### config.mk
export PLATFORM = sky130hd
export DESIGN_NAME = cache_tag_lookup_ctrl
export DESIGN_NICKNAME = d
export VERILOG_FILES = /design/src/rtl/cache_tag_lookup_ctrl.sv
export SDC_FILE = /design/constraint.sdc
export NUM_CORES = 1
export LEC_CHECK = 0
export BUFFER_PORTS_ARGS = -buffer_cell sky130_fd_sc_hd__buf_4
export CAP_MARGIN = 5
export CELL_PAD_IN_SITES_DETAIL_PLACEMENT = 0
export CELL_PAD_IN_SITES_GLOBAL_PLACEMENT = 1
export CORE_UTILIZATION = 36
export DETAILED_ROUTE_END_ITERATION = 16
export PLACE_DENSITY = 0.78
export SLEW_MARGIN = 20
export SYNTH_ARGS = -nofsm -noshare
export SYNTH_HDL_FRONTEND = slang
export SYNTH_SLANG_ARGS = --single-unit
### constraint.sdc
create_clock -name clk -period 2.95 [get_ports clk]
set_clock_uncertainty 0.15 [all_clocks]
set_input_delay 0.295 -clock clk [delete_from_list [all_inputs] [get_ports clk]]
set_output_delay 0.295 -clock clk [all_outputs]
set_load 0.02 [all_outputs]
### src/rtl/cache_tag_lookup_ctrl.sv
// Controller for a 2-way set-associative tag store: clear sweep after reset,
// tag compare with per-set LRU, and a miss/refill handshake with tag write-back.
module cache_tag_lookup_ctrl #(
  parameter int unsigned INDEX_WIDTH = 7,
  parameter int unsigned TAG_WIDTH   = 20,
  parameter int unsigned WORD_WIDTH  = 45
) (
  input  logic                   clk,
  input  logic                   rst,
  input  logic                   req_valid,
  output logic                   req_ready,
  input  logic [INDEX_WIDTH-1:0] req_index,
  input  logic [TAG_WIDTH-1:0]   req_tag,
  output logic                   resp_valid,
  output logic                   resp_hit,
  output logic                   resp_way,
  output logic                   miss_valid,
  input  logic                   miss_ready,
  output logic [INDEX_WIDTH-1:0] miss_index,
  output logic [TAG_WIDTH-1:0]   miss_tag,
  output logic                   miss_way,
  input  logic                   refill_done,
  output logic [INDEX_WIDTH-1:0] tag_raddr,
  output logic                   tag_re,
  output logic [INDEX_WIDTH-1:0] tag_waddr,
  output logic                   tag_we,
  output logic [INDEX_WIDTH-1:0] tag_lru_addr,
  output logic                   tag_refill,
  output logic                   tag_select,
  output logic                   tag_init_n,
  output logic [WORD_WIDTH-1:0]  tag_din,
  input  logic [WORD_WIDTH-1:0]  tag_dout
);

  localparam int unsigned FW      = TAG_WIDTH + 1;
  localparam int unsigned W1_LO   = FW + 1;
  localparam int unsigned LRU_BIT = 2 * FW + 2;

  typedef enum logic [2:0] {
    INIT, IDLE, LOOKUP, MISS, REFILL_WAIT, REFILL_WR
  } state_t;

  state_t                 r_state;
  state_t                 w_next_state;
  logic [INDEX_WIDTH-1:0] r_init_cnt;
  logic [INDEX_WIDTH-1:0] r_index;
  logic [TAG_WIDTH-1:0]   r_tag;
  logic [WORD_WIDTH-1:0]  r_old_word;
  logic                   r_victim;

  logic [FW-1:0]          w_way0;
  logic [FW-1:0]          w_way1;
  logic                   w_hit0;
  logic                   w_hit1;
  logic                   w_hit;
  logic                   w_hit_way;
  logic                   w_victim;
  logic [WORD_WIDTH-1:0]  w_refill_word;

  assign w_way0    = tag_dout[FW-1:0];
  assign w_way1    = tag_dout[W1_LO +: FW];
  assign w_hit0    = w_way0[FW-1] & (w_way0[TAG_WIDTH-1:0] == r_tag);
  assign w_hit1    = w_way1[FW-1] & (w_way1[TAG_WIDTH-1:0] == r_tag);
  assign w_hit     = w_hit0 | w_hit1;
  assign w_hit_way = ~w_hit0;
  // Fill an invalid way first (way 0 preferred); otherwise evict the LRU way.
  assign w_victim  = ~w_way0[FW-1] ? 1'b0 :
                     ~w_way1[FW-1] ? 1'b1 : tag_dout[LRU_BIT];

  assign tag_select = 1'b0;

  always_comb begin
    w_refill_word              = r_old_word;
    w_refill_word[LRU_BIT]     = ~r_victim;
    w_refill_word[LRU_BIT-1]   = 1'b0;
    w_refill_word[FW]          = 1'b0;
    if (r_victim) begin
      w_refill_word[W1_LO +: FW] = {1'b1, r_tag};
    end else begin
      w_refill_word[FW-1:0]      = {1'b1, r_tag};
    end
  end

  always_ff @(posedge clk or posedge rst) begin
    if (rst) begin
      r_state    <= INIT;
      r_init_cnt <= '0;
      r_index    <= '0;
      r_tag      <= '0;
      r_old_word <= '0;
      r_victim   <= 1'b0;
    end else begin
      r_state <= w_next_state;
      case (r_state)
        INIT: r_init_cnt <= r_init_cnt + 1'b1;
        IDLE: begin
          if (req_valid) begin
            r_index <= req_index;
            r_tag   <= req_tag;
          end
        end
        LOOKUP: begin
          r_old_word <= tag_dout;
          r_victim   <= w_victim;
        end
        default: ;
      endcase
    end
  end

  always_comb begin
    w_next_state = r_state;
    req_ready    = 1'b0;
    resp_valid   = 1'b0;
    resp_hit     = 1'b0;
    resp_way     = 1'b0;
    miss_valid   = 1'b0;
    miss_index   = '0;
    miss_tag     = '0;
    miss_way     = 1'b0;
    tag_raddr    = '0;
    tag_re       = 1'b0;
    tag_waddr    = '0;
    tag_we       = 1'b0;
    tag_lru_addr = '0;
    tag_refill   = 1'b0;
    tag_init_n   = 1'b1;
    tag_din      = '0;
    case (r_state)
      INIT: begin
        tag_init_n = 1'b0;
        if (r_init_cnt == '1) w_next_state = IDLE;
      end
      IDLE: begin
        req_ready = 1'b1;
        tag_raddr = req_index;
        tag_re    = req_valid;
        if (req_valid) w_next_state = LOOKUP;
      end
      LOOKUP: begin
        if (w_hit) begin
          resp_valid       = 1'b1;
          resp_hit         = 1'b1;
          resp_way         = w_hit_way;
          tag_we           = 1'b1;
          tag_lru_addr     = r_index;
          tag_din[LRU_BIT] = ~w_hit_way;
          w_next_state     = IDLE;
        end else begin
          w_next_state = MISS;
        end
      end
      MISS: begin
        miss_valid = 1'b1;
        miss_index = r_index;
        miss_tag   = r_tag;
        miss_way   = r_victim;
        if (miss_ready) w_next_state = REFILL_WAIT;
      end
      REFILL_WAIT: begin
        if (refill_done) w_next_state = REFILL_WR;
      end
      REFILL_WR: begin
        tag_refill   = 1'b1;
        tag_waddr    = r_index;
        tag_din      = w_refill_word;
        resp_valid   = 1'b1;
        resp_way     = r_victim;
        w_next_state = IDLE;
      end
      default: w_next_state = INIT;
    endcase
  end

endmodule

==> metrics, run 1 <==
Final Slew Violations=0; DIE WIDTH=115 µm; Fill cells=1,196; Detailed Place HPWL=9.91 mm; max-cap violations=0; Core ar.=12,200 µm²; Num CTS Buffers=9; Reg power frac=35.1%; Crit Path Class=register to output port; CP Capture Type=output port; length of the first detailed-routing pass in iterations=4; layout cells sized above 1=37.1%; pwr/cell area=993 nW/µm²; initial antenna violation count=0; clock tree root driver cell=clkbuf_16; f_max=352 MHz; Yosys warning count=0; post-synthesis area per instance=9.05 µm²; Post-route DRC=0; Distinct cells, synth=35; post-synthesis sequential area ratio=43.7%; EDFF count, synth=0; vias in the first global route=4,015; internal cell power=3.79 mW; TritonCTS Sinks=80; Final Power=6.47 mW; Seq cells post-synth=80; top post-synthesis cells by area=dfrtp_1, nand2_1, mux2i_1; Seq. cell area=2010 µm²; post-route ant nets=0; endpoints failing setup=0; die footprint=13,200 µm²; Nets=757; period utilization=96.2%; Via Count=4,052; CP Cell Sequence=xnor2_1 > nand4_1 > nor4_1 > nand4_1 > a21oi_4 > clkbuf_2 > and2_1 > buf_4; first-pass GRT wire length=21.6 mm; Post-Syn Area=4580 µm²; Area Overhead vs Synth=42.1%; Tmin final=2.84 ns; Yosys top cell area share=43.7%; area leader, netlist=dfrtp_1; largest stage delay on the critical path=0.39 ns; Multi-input gate area=2490 µm²; Starting Density=37.5%; wire per inst=16.4 µm; FFs w/ async S/R, synth=100%; startpoint types=register; Die Y=115 µm; critical path arrival=2.39 ns; synthesized instance count=506; Worst-Skew Late Latency=0.33 ns; sw frac=41.5%; Sw Pwr=2.68 mW; clock-pin slew on the worst setup and hold paths=0.06 ns; Iter 0 DRT Violations=258; Crit-path slowest cell=dfrtp_1; global route total overflow=0; largest net degree at the start of global routing=81; Worst slew margin=39.2%; DP Area=6070 µm²; Req. time, crit path=2.51 ns; cell mode on critical path=nand4_1; Most used DFF post-synth=dfrtp_1; GP Congestion=0.784; hold crit path type=input port to register; WL final=14.0 mm; CTS tree=done; status=finished clean; actual slew at the worst max-slew pin=0.905 ns; vias per cell=4.76; clock network fraction of design power=17.3%; Leakage=3.25 nW; maximum VDD drop=0.471 mV; htree depth=3; I/O pin count=181; Ant. Diodes=0; design area=6510 µm²; CP max FO=5; Gate power share=47.6%; Tot GR Track Use=21.7%; maximum root-to-sink buffer count=2; I/O Buffers=175; final hold violations=0; Rows=40
-- worst max-delay path, delay by kind of cell (launching register included) --
kind                   cells  cell delay [ns]
AO/OA/AOI/OAI              1             0.20
buffers and inverters      2             0.32
AND/OR/NAND/NOR            4             0.83
XOR/XNOR                   1             0.32
flip-flops                 1             0.39
-- path summary, 6_finish.rpt --
check / startpoint / to / slack, ns / depth (start not counted)
setup reg to reg: r_tag[16]$_DFFE_PP0P_ / r_state[1]$_DFFE_PP0P_ / 0.90 / 7
setup / recovery: r_tag[16]$_DFFE_PP0P_ / tag_lru_addr[6] / 0.11 / 8
hold reg to reg: r_init_cnt[6]$_DFFE_PP0N_ / r_init_cnt[6]$_DFFE_PP0N_ / 0.32 / 1
max in group asynchronous: rst / r_tag[9]$_DFFE_PP0P_ / 1.80 / 4
min in group asynchronous: rst / r_old_word[37]$_DFFE_PP0P_ / 0.44 / 4
hold / removal: tag_dout[32] / r_old_word[32]$_DFFE_PP0P_ / 0.02 / 3
-- state kept, by name, indices dropped and copies added (netlist names) --
| signal | flops |
|---|---|
| r_index | 7 |
| r_init_cnt | 7 |
| r_old_word | 42 |
| r_state | 3 |
| r_tag | 20 |
| r_victim | 1 |
-- cells by family (layout without fill, tap and decap cells) --
group | Yosys count | in the layout | synth area share, %
mux | 69 | 69 | 15.9
xor+xnor | 46 | 46 | 8.80
simple gates | 260 | 260 | 25.9
fa+ha+maj | 1 | 1 | 0.273
other cells | 1 | 3 | 0.0819
compound gates | 10 | 10 | 1.39
buf+inv | 39 | 215 | 4.02
flops | 80 | 80 | 43.7
-- Yosys cell counts (all sizes together), types with 7 or more instances --
library cell / instances
nand2: 136
dfrtp: 80
and2: 50
nor2: 47
mux2i: 41
xnor2: 35
mux2: 28
clkbuf: 18
buf: 14
nand4: 12
xor2: 11
inv: 7
-- power groups by stage --
| stage | clock [mW] | sequential [mW] | combinational (mW) |
|---|---|---|---|
| 2_1_floorplan | 0 | 2.02 | 2.16 |
| 3_3_place_gp | 0 | 2.22 | 3.01 |
| 3_5_place_dp | 0 | 2.25 | 3.04 |
| 4_1_cts | 1.14 | 2.23 | 3.07 |
| 5_1_grt | 1.19 | 2.36 | 3.37 |
| 6_report | 1.12 | 2.27 | 3.08 |
-- per-layer routing --
metal  part of all wire [%]  global-route usage (%)  wire (µm)
met1                     45                    29.2       6330
met2                     48                    35.9       6720
met3                    5.4                    3.37        749
met4                    1.1                    6.84        157
met5                      0                       0          0
-- cell usage in the layout (no fill, tap or decap), drive strengths merged, types with 2 or more instances in the layout --
cell type	count
nand4	12
or2	2
nand2b	2
o21ai	4
nor4	5
nor2	47
conb	3
xor2	11
xnor2	35
inv	6
dfrtp	80
mux2	28
nand3	3
clkbuf	15
and2	50
nand2	136
mux2i	41
a21oi	2
buf	190
nor3	2
clkinv	3
-- through the flow --
step                      util [%]  TNS [ns]  hold WS (ns)  instances  setup WS (ns)
after floorplan                  -         0         0.250        508          0.453
after global placement        49.7         0         0.280        831          0.364
after detailed placement      49.7         0         0.281        831          0.318
after CTS                     52.3         0       0.00714        848        0.00853
after global routing          53.3    -0.134        0.0204        852        -0.0319
final                         53.3         0        0.0179        852          0.113
-- timing repair --
| action | in CTS | in global routing |
|---|---|---|
| setup buffers | 0 | 4 |
| resized for setup | 1 | 16 |
| setup endpoints to repair | 8 | 10 |
| endpoints found under the hold margin | 80 | 0 |
| hold buffers | 1 | 0 |
| pin swaps | 0 | 4 |
-- final cells by class --
type	instances	share of cell area, %
multi-input cells	389	38.3
well taps	168	3.23
repair buffers	192	22.5
inverters	7	0.423
clock inverters	2	0.154
flip-flops and latches	80	30.9
clock buffers	14	4.52
No activity file was read; power rests on OpenSTA's default activity.
==> inputs of run 2 (changes only) <==
CORE_UTILIZATION = 32   (was 36)
PLACE_DENSITY = 0.7   (was 0.78)
SETUP_SLACK_MARGIN = 0.5   (was default)
==> run 2 against run 1 <==
Net effect: utilization shrank 5.1 points; first-iteration DRC count down 36%; final cell count up 2.0%; clock-buffer cell count decreased by 2; hold slack worse by 0.0046 ns; largest power group unchanged; clock power is essentially flat; routed wire length rose by 6.0%; setup slack gained 0.098 ns; flip-flop and latch count unchanged; via count is 0.39% higher; critical path depth unchanged.
==> metrics, run 2 (synthesis gave the netlist of run 1 again) <==
cells on worst reg2reg path=8; setup TNS=0 ns; Num CTS Buffers=9; pwr/cell area=984 nW/µm²; CTS tree=done; Starting Density=32.9%; GP Congestion=0.797; Req. time, crit path=2.51 ns; WL final=14.8 mm; vias per cell=4.68; CP max FO=6; Detailed Place HPWL=10.5 mm; vias in the first global route=4,008; hold crit path type=input port to register; Worst-Skew Late Latency=0.34 ns; global route total overflow=0; critical path arrival=2.29 ns; TritonCTS Sinks=80; Nets=762; CP Capture Type=output port; Via Count=4,068; I/O Buffers=175; final worst slack=0.211 ns; post-route ant nets=0; first-pass GRT wire length=22.2 mm; layout cells sized above 1=41.1%; wire per inst=17.0 µm; max-cap violations=0; Crit Path Class=register to output port; maximum VDD drop=0.336 mV; Rows=43; status=finished clean; f_max=365 MHz; die footprint=14,800 µm²; initial antenna violation count=0; Hold Path Stages=3; most frequent cells in the layout=buf_4, nand2_1, dfrtp_1; Post-route DRC=0; Iter 0 DRT Violations=164; most flop-heavy register=r_old_word; Die Y=122 µm; Final Slew Violations=0; Core ar.=13,900 µm²; Worst slew margin=43.3%; htree depth=3; clock-pin slew on the worst setup and hold paths=0.06 ns; commonest non-fill, non-tap cell in the layout=buf_4; top flop regs=r_old_word (42), r_tag (20); RSZ-0062 raised after global routing=true; actual slew at the worst max-slew pin=0.849 ns; Leakage=3.30 nW; Tot GR Track Use=20.1%; DIE WIDTH=122 µm; I/O pin count=181; clock tree root driver cell=clkbuf_16; Tmin final=2.74 ns; endpoints failing setup=0; length of the first detailed-routing pass in iterations=4; startpoint types=register; final hold violations=0; non-filler cells, final=869; maximum root-to-sink buffer count=2; Area Overhead vs Synth=46.7%; Setup WS pre-CTS=0.265 ns; Ant. Diodes=0; max reg flops=42; placed insts=843; period utilization=92.9%; largest net degree at the start of global routing=45
run 2: power breakdown:
group | internal, mW | leakage [nW] | switching [mW]
Sequential | 1.67 | 0.955 | 0.647
Clock | 0.653 | 0.140 | 0.445
Combinational | 1.54 | 2.20 | 1.66
run 2: routing by layer:
| metal | up-vias | track usage (%) | part of all wire, % |
|---|---|---|---|
| met1 | 1943 | 27.9 | 45 |
| met2 | 127 | 31.6 | 47 |
| li1 | 1982 | - | - |
| met4 | 0 | 8.33 | 1.9 |
| met5 | - | 0 | 0 |
| met3 | 16 | 2.67 | 5.4 |
run 2: critical path: stages, from the launching register on:
cell and delay, ns:
dfrtp_2 0.47, xnor2_1 0.19, nand4_1 0.14, nor4_2 0.32
nand4_1 0.15, buf_6 0.17, a21oi_4 0.21, and2_1 0.17
buf_4 0.14
run 2: path summary, 6_finish.rpt:
| kind | startpoint | end | slack, ns |
|---|---|---|---|
| worst max-delay path | r_tag[6]$_DFFE_PP0P_ | tag_lru_addr[1] | 0.21 |
| worst min-delay path | tag_dout[14] | r_old_word[14]$_DFFE_PP0P_ | 0.01 |
| worst max register to register | r_tag[6]$_DFFE_PP0P_ | r_state[1]$_DFFE_PP0P_ | 0.95 |
| worst min register to register | r_old_word[4]$_DFFE_PP0P_ | r_old_word[4]$_DFFE_PP0P_ | 0.32 |
| max in group asynchronous | rst | r_tag[19]$_DFFE_PP0P_ | 1.38 |
| min in group asynchronous | rst | r_init_cnt[3]$_DFFE_PP0N_ | 0.53 |
run 2: layout make-up:
class / instances / area [µm²]
Clock buffer: 12 / 236
Clock inverter: 4 / 45.0
Fill cell: 1347 / 7220
Inverter: 7 / 33.8
Multi-Input combinational cell: 390 / 2620
Sequential cell: 80 / 2020
Tap cell: 180 / 225
Timing Repair Buffer: 196 / 1530
run 2: what timing repair did:
action	in CTS	in global routing
hold endpoints to repair	21	0
gates resized for setup	36	21
pin swaps	9	8
hold buffers	2	0
endpoints found under the setup margin	55	34
buffers inserted	5	2
gates cloned	1	0
run 2: stage by stage:
stage                     hold WS (ns)  instance area (µm²)  total power [mW]  util [%]
after CTS                     0.000919                 6590              6.57      47.3
after floorplan                  0.250                 4590              4.18         -
after global placement           0.306                 6090              5.26      43.7
after global routing            0.0133                 6720              7.07      48.2
final                           0.0133                 6720              6.61      48.2
after detailed placement         0.312                 6090              5.31      43.7
==> inputs of run 3 (changes only) <==
RECOVER_POWER = 50   (was default)
==> run 3 against run 2 <==
Net effect: the flow now finishes with violations (capacitance limit, slew limit); highest routed layer unchanged; clock power about the same; routed wire length fell by 0.48%; setup slack got worse by 0.0015 ns; sequential power is essentially flat; critical endpoint unchanged; critical path depth is the same.
==> metrics, run 3 (synthesis gave the netlist of run 1 again) <==
most frequent cells in the layout=buf_4, nand2_1, dfrtp_1; Setup crit end=tag_lru_addr[1]; Rows=43; largest net degree at the start of global routing=45; cell mode on critical path=nand4_1; Tmin final=2.74 ns; met3 wire len=763 µm; Fill cells=1,350; Worst slew margin=-16.9%; DR top layer=met4; status=complete, but fails checks; f_max=365 MHz; Nets=762; CP max FO=6; global route total overflow=0; Setup WS pre-CTS=0.265 ns; Finished Core Util=48.0%; length of the first detailed-routing pass in iterations=4; hold_sp=tag_dout[14]; RR Startpoint=r_state[1]$_DFFE_PP0P_; die footprint=14,800 µm²; I/O pin count=181; Num CTS Buffers=9; Seq. cell area=2020 µm²; critical path arrival=2.30 ns; maximum root-to-sink buffer count=2; met2 WL=7.00 mm; delay-heaviest family, CP=simple AND/OR/NAND/NOR gates; clock tree root driver cell=clkbuf_16; vias in the first global route=4,008; layout cells sized above 1=40.5%; startpoint types=register; max-cap violations=1; Detailed Place HPWL=10.5 mm; wire per inst=16.9 µm; GP Congestion=0.797; largest stage delay on the critical path=0.47 ns; pwr/cell area=983 nW/µm²; most flop-heavy register=r_old_word; Multi-input gate area=2600 µm²; Leakage=3.29 nW; hold crit path type=input port to register; Crit-path slowest cell=dfrtp_2; met1 WL=6.67 mm; Die Y=122 µm; max reg flops=42; initial antenna violation count=0; Final Slew Violations=37; RSZ-0062 raised after global routing=true; htree depth=3; TritonCTS Sinks=80; final worst slack=0.209 ns; clock-pin slew on the worst setup and hold paths=0.06 ns; Starting Density=32.9%; Crit path depth=8; first-pass GRT wire length=22.2 mm; DIE WIDTH=122 µm; CP Cell Sequence=xnor2_1 > nand4_1 > nor4_2 > nand4_1 > buf_6 > a21oi_4 > and2_1 > buf_4; Worst-Skew Late Latency=0.34 ns; final hold violations=0; Via Count=4,066; Crit Path Class=register to output port; Ant. Diodes=0; Area Overhead vs Synth=46.0%; endpoints failing setup=0; Tot GR Track Use=20.1%; reg-to-reg endpoint=r_tag[9]$_DFFE_PP0P_; worst reg2reg setup slack=0.56 ns; cells on worst reg2reg path=4; Iter 0 DRT Violations=153; WL final=14.7 mm; period utilization=92.9%; Req. time, crit path=2.51 ns; I/O Buffers=175; setup TNS=0 ns; Core ar.=13,900 µm²; failing checks=capacitance limit, slew limit; crit path from=r_tag[6]$_DFFE_PP0P_; maximum VDD drop=0.334 mV; CTS tree=done; commonest non-fill, non-tap cell in the layout=buf_4; CP Capture Type=output port; vias per cell=4.68; Post-route DRC=0; post-route ant nets=0; top flop regs=r_old_word (42), r_tag (20); CP bufs+invs=2; actual slew at the worst max-slew pin=1.74 ns
## run 3: cell count changes in the layout (fill, tap and decap cells not counted)
cell / change
buf_4: -4
clkbuf_1: +2
clkbuf_2: +1
clkbuf_4: +1
clkinvlp_2: +1
clkinvlp_4: -1
nor3_1: +1
nor3_2: -1
nor4_1: +1
nor4_4: -1
## run 3: final cells by class
| class | count | area share, % |
|---|---|---|
| sequential | 80 | 30.3 |
| multi-input combinational | 390 | 38.9 |
| clock buffer | 12 | 3.54 |
| tap | 180 | 3.37 |
| timing repair buffer | 196 | 22.8 |
| inverter | 7 | 0.468 |
| clock inverter | 4 | 0.674 |
## run 3: where the power goes
group / internal [mW] / total (mW) / leakage [nW] / switching (mW)
combinational: 1.52 / 3.17 / 2.19 / 1.65
clock: 0.652 / 1.09 / 0.140 / 0.442
sequential: 1.67 / 2.31 / 0.955 / 0.642
## run 3: how the worst min path moves through the flow
| stage | endpoint | slack (ns) | cells past startpoint |
|---|---|---|---|
| floorplan | r_old_word[0]$_DFFE_PP0P_ | 0.25 | 2 |
| global placement | r_init_cnt[6]$_DFFE_PP0N_ | 0.31 | 1 |
| detailed placement | r_old_word[13]$_DFFE_PP0P_ | 0.31 | 2 |
| CTS | r_old_word[15]$_DFFE_PP0P_ | 0.0009 | 3 |
| global route | r_old_word[34]$_DFFE_PP0P_ | 0.01 | 3 |
| finish | r_old_word[14]$_DFFE_PP0P_ | 0.01 | 3 |
## run 3: worst min-delay path, stage by stage
cell,delay [ns]
buf_4,0.09
nand2_1,0.04
nand2_1,0.04
## run 3: layer usage
| layer | global-route usage [%] | vias up |
|---|---|---|
| met2 | 31.6 | 125 |
| met1 | 27.9 | 1939 |
| met3 | 2.67 | 18 |
| met5 | 0 | - |
| li1 | - | 1984 |
| met4 | 8.33 | 0 |
## run 3: through the flow
stage / power, mW / std cells / cell area [µm²] / hold slack, ns
6_report: 6.57 / 869 / 6680 / 0.0143
3_3_place_gp: 5.26 / 843 / 6090 / 0.306
4_1_cts: 6.57 / 867 / 6590 / 0.000919
5_1_grt: 7.04 / 869 / 6680 / 0.0133
2_1_floorplan: 4.18 / 508 / 4590 / 0.250
3_5_place_dp: 5.31 / 843 / 6090 / 0.312
## run 3: what timing repair did
| action | CTS | global route |
|---|---|---|
| setup buffers | 5 | 2 |
| gates resized for setup | 36 | 21 |
| hold buffers | 2 | 0 |
| pin swaps | 9 | 8 |
| hold endpoints to repair | 21 | 0 |
| setup endpoints to repair | 55 | 34 |
| cloned | 1 | 0 |
